===== config.mk =====
export PLATFORM = sky130hd
export DESIGN_NAME = pair_cover_acc_flat
export DESIGN_NICKNAME = d
export VERILOG_FILES = /design/src/rtl/pair_cover_acc_if.sv /design/src/rtl/pair_cover_acc.sv /design/src/flat_wrapper.sv
export SDC_FILE = /design/constraint.sdc
export NUM_CORES = 1
export LEC_CHECK = 0
export CAP_MARGIN = 20
export CORE_UTILIZATION = 45
export CTS_BUF_LIST = sky130_fd_sc_hd__clkbuf_4 sky130_fd_sc_hd__clkbuf_8 sky130_fd_sc_hd__clkbuf_16
export DETAILED_ROUTE_END_ITERATION = 16
export PLACE_DENSITY = 0.81
export SLEW_MARGIN = 20
export SYNTH_ARGS = -nofsm -noshare
export SYNTH_HDL_FRONTEND = slang
export SYNTH_SLANG_ARGS = --single-unit
export TNS_END_PERCENT = 10

===== constraint.sdc =====
create_clock -name clk -period 4.4 [get_ports clk]
set_input_delay 0.88 -clock clk [delete_from_list [all_inputs] [get_ports clk]]
set_output_delay 0.88 -clock clk [all_outputs]
set_load 0.1 [all_outputs]

===== src/rtl/pair_cover_acc_if.sv =====
// Beat/result stream bundle for the pair-cover accumulator.
interface pair_cover_acc_if #(
  parameter int NCH   = 4,
  parameter int W     = 16,
  parameter int BEATS = 2
);
  localparam int CW = $clog2(W * BEATS + 1);

  logic              in_valid;
  logic              in_ready;
  logic [NCH*W-1:0]  in_a;
  logic [NCH*W-1:0]  in_b;
  logic              out_valid;
  logic              out_ready;
  logic [NCH-1:0]    out_flag;
  logic [NCH*CW-1:0] out_miss;

  modport master (
    output in_valid, in_a, in_b, out_ready,
    input  in_ready, out_valid, out_flag, out_miss
  );

  modport slave (
    input  in_valid, in_a, in_b, out_ready,
    output in_ready, out_valid, out_flag, out_miss
  );
endinterface


===== src/rtl/pair_cover_acc.sv =====
// Per-channel uncovered-position accumulator over a multi-beat frame.
//
// state | meaning
// ACC   | accepting beats, accumulating miss counts
// HOLD  | frame result presented, waiting for out_ready
module pair_cover_acc #(
  parameter int NCH   = 4,
  parameter int W     = 16,
  parameter int BEATS = 2
) (
  input  logic              clk,
  input  logic              rst_n,
  input  logic              clear,
  input  logic              mode,
  pair_cover_acc_if.slave   bus
);
  localparam int CW = $clog2(W * BEATS + 1);
  localparam int BW = (BEATS > 1) ? $clog2(BEATS) : 1;
  localparam logic [CW-1:0] FULL_MISS = CW'(W * BEATS);
  localparam logic [BW-1:0] LAST_BEAT = BW'(BEATS - 1);

  localparam logic [0:0] ST_ACC  = 1'b0;
  localparam logic [0:0] ST_HOLD = 1'b1;

  logic [0:0]        state_q, state_d;
  logic [BW-1:0]     beat_q, beat_d;
  logic [NCH*CW-1:0] acc_q, acc_d;
  logic              mode_q, mode_d;
  logic [NCH-1:0]    flag_q, flag_d;
  logic [NCH*CW-1:0] miss_q, miss_d;

  logic [CW-1:0]     miss_beat [NCH];
  logic [NCH*CW-1:0] sum;
  logic              accept;
  logic              last;
  logic              eff_mode;

  // Per-channel popcount of positions where neither rail is set.
  always_comb begin
    for (int c = 0; c < NCH; c++) begin
      miss_beat[c] = '0;
      for (int i = 0; i < W; i++) begin
        miss_beat[c] = miss_beat[c] + CW'(~(bus.in_a[c*W+i] | bus.in_b[c*W+i]));
      end
    end
  end

  // Running totals including the current beat, and the verdict they imply.
  always_comb begin
    sum    = '0;
    flag_d = '0;
    for (int c = 0; c < NCH; c++) begin
      sum[c*CW +: CW] = acc_q[c*CW +: CW] + miss_beat[c];
      flag_d[c] = eff_mode ? (sum[c*CW +: CW] < FULL_MISS)
                           : (sum[c*CW +: CW] == '0);
    end
  end

  // The first beat of a frame supplies the mode directly so BEATS==1 works.
  assign eff_mode = (beat_q == '0) ? mode : mode_q;
  assign accept   = (state_q == ST_ACC) && bus.in_valid && !clear;
  assign last     = (beat_q == LAST_BEAT);

  // Next-state and datapath update; clear only acts while accumulating.
  always_comb begin
    state_d = state_q;
    beat_d  = beat_q;
    acc_d   = acc_q;
    mode_d  = mode_q;
    miss_d  = miss_q;
    case (state_q)
      ST_ACC: begin
        if (clear) begin
          beat_d = '0;
          acc_d  = '0;
        end else if (accept) begin
          mode_d = eff_mode;
          if (last) begin
            state_d = ST_HOLD;
            beat_d  = '0;
            acc_d   = '0;
            miss_d  = sum;
          end else begin
            beat_d = beat_q + BW'(1);
            acc_d  = sum;
          end
        end
      end
      ST_HOLD: begin
        if (bus.out_ready) state_d = ST_ACC;
      end
      default: state_d = ST_ACC;
    endcase
  end

  // State registers; the verdict is captured only when a frame completes.
  always_ff @(posedge clk or negedge rst_n) begin
    if (!rst_n) begin
      state_q <= ST_ACC;
      beat_q  <= '0;
      acc_q   <= '0;
      mode_q  <= 1'b0;
      flag_q  <= '0;
      miss_q  <= '0;
    end else begin
      state_q <= state_d;
      beat_q  <= beat_d;
      acc_q   <= acc_d;
      mode_q  <= mode_d;
      miss_q  <= miss_d;
      if (accept && last) flag_q <= flag_d;
    end
  end

  assign bus.in_ready  = (state_q == ST_ACC);
  assign bus.out_valid = (state_q == ST_HOLD);
  assign bus.out_flag  = flag_q;
  assign bus.out_miss  = miss_q;
endmodule


===== src/flat_wrapper.sv =====
// flat-port wrapper written by rule: the top's interface ports become plain ports
module pair_cover_acc_flat 
#(
  parameter int NCH   = 4,
  parameter int W     = 16,
  parameter int BEATS = 2
)
  (clk, rst_n, clear, mode, bus_in_valid, bus_in_a, bus_in_b, bus_out_ready, bus_in_ready, bus_out_valid, bus_out_flag, bus_out_miss);
  pair_cover_acc_if #(.NCH(NCH), .W(W), .BEATS(BEATS)) bus_i ();
  input  logic clk;
  input  logic rst_n;
  input  logic clear;
  input  logic mode;
  input wire logic [$bits(bus_i.in_valid)-1:0] bus_in_valid;
  input wire logic [$bits(bus_i.in_a)-1:0] bus_in_a;
  input wire logic [$bits(bus_i.in_b)-1:0] bus_in_b;
  input wire logic [$bits(bus_i.out_ready)-1:0] bus_out_ready;
  output wire logic [$bits(bus_i.in_ready)-1:0] bus_in_ready;
  output wire logic [$bits(bus_i.out_valid)-1:0] bus_out_valid;
  output wire logic [$bits(bus_i.out_flag)-1:0] bus_out_flag;
  output wire logic [$bits(bus_i.out_miss)-1:0] bus_out_miss;
  assign bus_i.in_valid = bus_in_valid;
  assign bus_i.in_a = bus_in_a;
  assign bus_i.in_b = bus_in_b;
  assign bus_i.out_ready = bus_out_ready;
  assign bus_in_ready = bus_i.in_ready;
  assign bus_out_valid = bus_i.out_valid;
  assign bus_out_flag = bus_i.out_flag;
  assign bus_out_miss = bus_i.out_miss;
  pair_cover_acc #(.NCH(NCH), .W(W), .BEATS(BEATS)) u_core (.clk(clk), .rst_n(rst_n), .clear(clear), .mode(mode), .bus(bus_i));
endmodule

Yosys cells after proc, flatten, opt, wreduce, memory -nomap -nowiden. Cells that the tools add are included.

$add $sub $neg: 65. $mul: 0. Div/mod/pow operators: 0. Order comparisons: 4. Equality and inequality tests: 0. Shift-type cells: 0. Multiplexer cells: 16. Bitwise logic cells: 130. Reductions and logical operators: 12.

Operator list (number): adder 6 bit (64); NOT 6 bit (64); two-way mux 24 bit (3); OR 1 bit (64); logical NOT 6 bit (4); less-than comparator 6 bit, second input constant (4); two-way mux 1 bit (12); AND reduction 4 bit (1); logical AND 1 bit (3); AND reduction 3 bit (1); NOT 1 bit (2); case mux 1 bit (2 select lines) (1); AND reduction 2 bit (1); nonzero test 2 bit (1); adder 1 bit, second input constant (1); logical NOT 1 bit (1).

Bits in registers: 55. Bits in latches: 0. Memory bits (writable): 0. ROM bits: 0. Input port bits: 134. Memories kept: 0.

Depth between registers and ports, before layout.
Word-level depth: 21. Gate-level depth with buffers: 16. Depth with buffers taken out: 16.

Worst setup path before layout. OpenSTA, ideal clock, no wires.

Path kind: input port to flip-flop. Start: input port bus_in_b[27]. End: register u_core.flag_q[1], in the netlist u_core.bus.out_flag[1]. Library setup time: 0.092 ns. Arrival: 4.970 ns. Path slack: -0.662 ns. Stages: 15. Cells stage by stage: or2_2 -> fa_1 -> inv_1 -> fa_1 -> inv_1 -> fa_1 -> inv_1 -> fa_1 -> fa_1 -> fa_1 -> a21o_1 -> a21oi_2 -> xor2_1 -> a31oi_1 -> o31ai_2.

Cells in the longest elaborated chain, start to end: 10. Elaborated cells on any way between the ends: 11. Classes of those cells: 6 x add/sub; 1 x order compare; 1 x mux; 2 x bitwise; 1 x reduce/logical.

Ends and longest elaborated chain: start, declared (line flat_wrapper.sv:16) `input wire logic [$bits(bus_i.in_b)-1:0] bus_in_b;`; OR 1 bit * (line pair_cover_acc.sv:43) `miss_beat[c] = miss_beat[c] + CW'(~(bus.in_a[c*W+i] | bus.in_b[c*W+i]));`; NOT 6 bit * (line pair_cover_acc.sv:43); adder 6 bit * (5 in a row) (line pair_cover_acc.sv:43); adder 6 bit * (line pair_cover_acc.sv:53) `sum[c*CW +: CW] = acc_q[c*CW +: CW] + miss_beat[c];`; less-than comparator 6 bit / logical NOT 6 bit (equally long branches) (line pair_cover_acc.sv:54, pair_cover_acc.sv:55); two-way mux 1 bit * (line pair_cover_acc.sv:54) `flag_d[c] = eff_mode ? (sum[c*CW +: CW] < FULL_MISS)`; end signal, assigned (line pair_cover_acc.sv:111) `if (accept && last) flag_q <= flag_d;`; end, declared (line pair_cover_acc.sv:29) `logic [NCH-1:0] flag_q, flag_d;`.

Every way passes the cells marked *; elsewhere a longest branch is shown, timed or not. A chain may end at the register's enable or synchronous reset.

Final worst setup path.
Start: input port bus_in_b[11]. End: register u_core.flag_q[0], in the netlist u_core.bus.out_flag[0].

Same word-level chain as after synthesis.

==> summary.txt <==
Critical path
  – Crit. path cell count: 14
  – Reg2reg path depth: 12
  – FF-to-FF setup slack: approximately 0.73 ns
  – CP Launch Type: input pin
  – Critical Path Sink: u_core.bus.out_flag[0]
  – Largest stage delay on the critical path: 0.57 ns
  – Crit path cell chain: buf_6, or2_4, fa_1, inv_1, fa_1, fa_1, fa_1, fa_2, fa_2, a21o_1, a21oi_2, xor2_1, a31oi_1, o31ai_2
  – CP Data Required Time: ~4.6 ns
  – WP data arrival: roughly 5.0 ns
  – CP dominant cell by count: fa_1
  – Buf+Inv Stages, Crit Path: 2
  – Capturing point of the worst reg2reg path: u_core.bus.out_flag[1]
  – Largest delay share family, worst path: adder cells
  – CP Max Fanout: 2
  – Reg2reg start: u_core.acc_q[6]
  – Slowest CP cell: fa_1
  – Kind of critical path: in2reg
  – CP Launch Point: bus_in_b[11]
  – Critical Path Sink Type: flop

Global route
  – Largest net degree at the start of global routing: between 40 and 50
  – Initial antenna violation count: 0
  – Vias in the first global route: roughly 4000
  – GRT Total Usage: 21.8%
  – Total grt overflow: 0
  – First-pass GRT wire length: 17500 um

Final layout
  – Most common cell after layout, fill and taps aside: clkdlybuf4s50_1
  – Ant. Diodes: 0
  – Fraction of layout cells with a size suffix above 1: 27.4%
  – Layout Nets: ~840
  – Layout area overhead: 48.4%
  – Most frequent cells in the layout: clkdlybuf4s50_1 (90), inv_1 (56), dfrtp_1 (55)
  – Design area: roughly 6500 sq um

Timing
  – Final slew viol count: 0
  – Min Hold Slack: approximately 0.43 ns
  – Slew Limit Headroom: between 30% and 40%
  – Fin. Hold Viols: 0
  – Final WS setup: -0.372 ns
  – Actual slew at the worst max-slew pin: approximately 1.0 ns
  – Unrepaired setup endpoints after global routing: true
  – Clock skew: between 0.005 and 0.006 ns
  – Tcrit/Tclk final: 108%
  – Endpoints failing setup: 27
  – Min Tclk post-route: around 4.8 ns
  – Setup_tns: -3.90 ns
  – Peak Freq: between 200 and 250 MHz

Logic synthesis
  – Post-synth EDFFs: 0
  – Adder-cell share of the synthesized area: a little under a third
  – Largest family of logic cells by synthesized area: adder cells
  – Avg Inst Size Synth: 10.3 sq um
  – Seq cells post-synth: between 50 and 60
  – Total number of yosys warnings: 0
  – Post-Syn Area: ~4400 sq um
  – Synth Area in Simple Gates: roughly 12%
  – Mapped Cells: between 400 and 500
  – Ys flop type: dfrtp_1
  – Compound-Gate Fraction of Synth Area: 11.3%
  – Post-synthesis sequential area ratio: 31.3%
  – Synth cell types: 32
  – Ys async rst share: 100%
  – Mux cell area share after synthesis: about 3.2%
  – Synth Net Count: around 640
  – Xor-xnor portion of the synthesized cell area: under 10%

Clock network
  – Clk sinks: 55
  – CTS hold repair buffers: 0
  – CTS tree: done
  – Clock tree buffer depth: 2
  – Clock Root Buffer: clkbuf_8
  – H-tree depth: 2
  – Clk_lat worst skew: ~0.30 ns
  – Worst-path clk slew: roughly 0.10 ns
  – Clock buffer count from CTS: 5

Placed design
  – GPL Wtd Cong: around 0.76
  – Placed cell area: between 6000 and 7000 sq um
  – Setup slack at placement: -1.11 ns
  – DP Wirelength: 8560 um
  – Port buffer count: ~160

Detailed routing
  – Post-route DRC: 0
  – 1st-iter DRT viols: 75
  – Routed wirelength normalized by instance count: 14.1 um
  – Final WL: ~11000 um
  – DR pass1 iterations: 6
  – Via density: between 4 and 5
  – Via count: between 3000 and 4000
  – Final ANT Viol Nets: 0

Power
  – Power Density: approximately 650 nW/um^2
  – Power, Total: between 4 and 5 mW
  – VDD IR max: approximately 450 uV
  – Static Leak: ~3.2 nW

Die
  – Row count: 35
  – Initial Utilization: 47.1%
  – DIE AREA: ~10000 sq um
  – Die Y: slightly above 100 um
  – Die X: 101 um
  – IO Count: ~160
  – Core Footprint: a little over 9000 sq um

Worst hold path
  – Hold Path Class: in2async

Status
  – Failing checks: negative setup slack
  – Status: complete, but fails checks

Run
  – Maxcap violations: 0
metrics by stage:
stage | instances | util (%)
global placement | 741 | 68.7
CTS | 752 | 69.6
global route | 752 | 69.9
floorplan | 427 | -
finish | 752 | 69.9
detailed placement | 741 | 68.7
where the power goes:
group / switching, mW / internal [mW] / total, mW
sequential: 0.108 / 0.662 / 0.770
combinational: 1.84 / 1.37 / 3.21
clock: 0.164 / 0.111 / 0.275
total: 2.11 / 2.14 / 4.25
layout make-up:
type	instances	area (sq um)
Fill cell	745	2810
Clock buffer	5	68.8
Tap cell	129	161
Timing Repair Buffer	196	1720
Multi-Input combinational cell	300	2940
Sequential cell	55	1380
Inverter	64	240
Clock inverter	3	20.0
flip-flops by register name, indices dropped and copies added (netlist names):
name,cells
u_core.bus.out_valid,1
u_core.bus.out_miss,24
u_core.bus.out_flag,4
u_core.mode_q,1
u_core.acc_q,24
u_core.beat_q,1
routing by layer:
| metal | track usage [%] | share of wire (%) | up-vias | wire length, um |
|---|---|---|---|---|
| li1 | - | - | 1745 | - |
| met1 | 26.2 | 39 | 1748 | 4140 |
| met2 | 41.0 | 56 | 74 | 5900 |
| met3 | 3.68 | 4.2 | 13 | 439 |
| met4 | 4.12 | 0.93 | 0 | 98 |
| met5 | 0 | 0 | - | 0 |
timing repair:
action,in CTS,in global routing
pin swaps,103,39
gates resized for setup,210,21
endpoints found under the setup margin,45,41
setup buffers,3,2
endpoints found under the hold margin,0,0
cell usage after synthesis (3+ instances only):
cell      count  share of area, %
nor2_1       44               3.8
nor3_1        3              0.34
fa_1         48                22
a31oi_1       4              0.57
o21ai_0      17               1.9
clkbuf_1      3              0.26
nand2_1      36               3.1
inv_1        64               5.5
dfrtp_1      55                31
a21oi_2       7               1.4
o21bai_1      4              0.68
o21ai_1      15               1.7
xnor2_1       9               1.8
mux2_2        6               1.5
o31ai_2       3              0.85
buf_2         4              0.46
a211oi_2      4               1.1
a22o_1       11               2.2
xor2_1        9               1.8
mux2_4        5               1.7
ha_1         32               9.1
a21o_1        3              0.51
or2_2        32               4.6
how the worst min path moves through the flow:
| stage | cells after the start | slack [ns] | endpoint | startpoint |
|---|---|---|---|---|
| final | 1 | 0.43 | u_core.bus.out_miss[6] | rst_n |
| after detailed placement | 2 | 0.47 | u_core.acc_q[4] | u_core.acc_q[4] |
| after CTS | 1 | 0.42 | u_core.bus.out_miss[6] | rst_n |
| after floorplan | 2 | 0.45 | u_core.acc_q[10] | u_core.acc_q[10] |
| after global placement | 2 | 0.47 | u_core.acc_q[4] | u_core.acc_q[4] |
| after global routing | 1 | 0.41 | u_core.bus.out_miss[6] | rst_n |
kinds of logic (layout without fill, tap and decap cells):
kind of cell	after synthesis	after routing
fa+ha+maj	80	80
mux	11	11
buf+inv	72	268
compound gates	70	70
simple gates	119	119
flops	55	55
xor+xnor	20	20
Note: power is estimated with default switching activity, not from simulation.
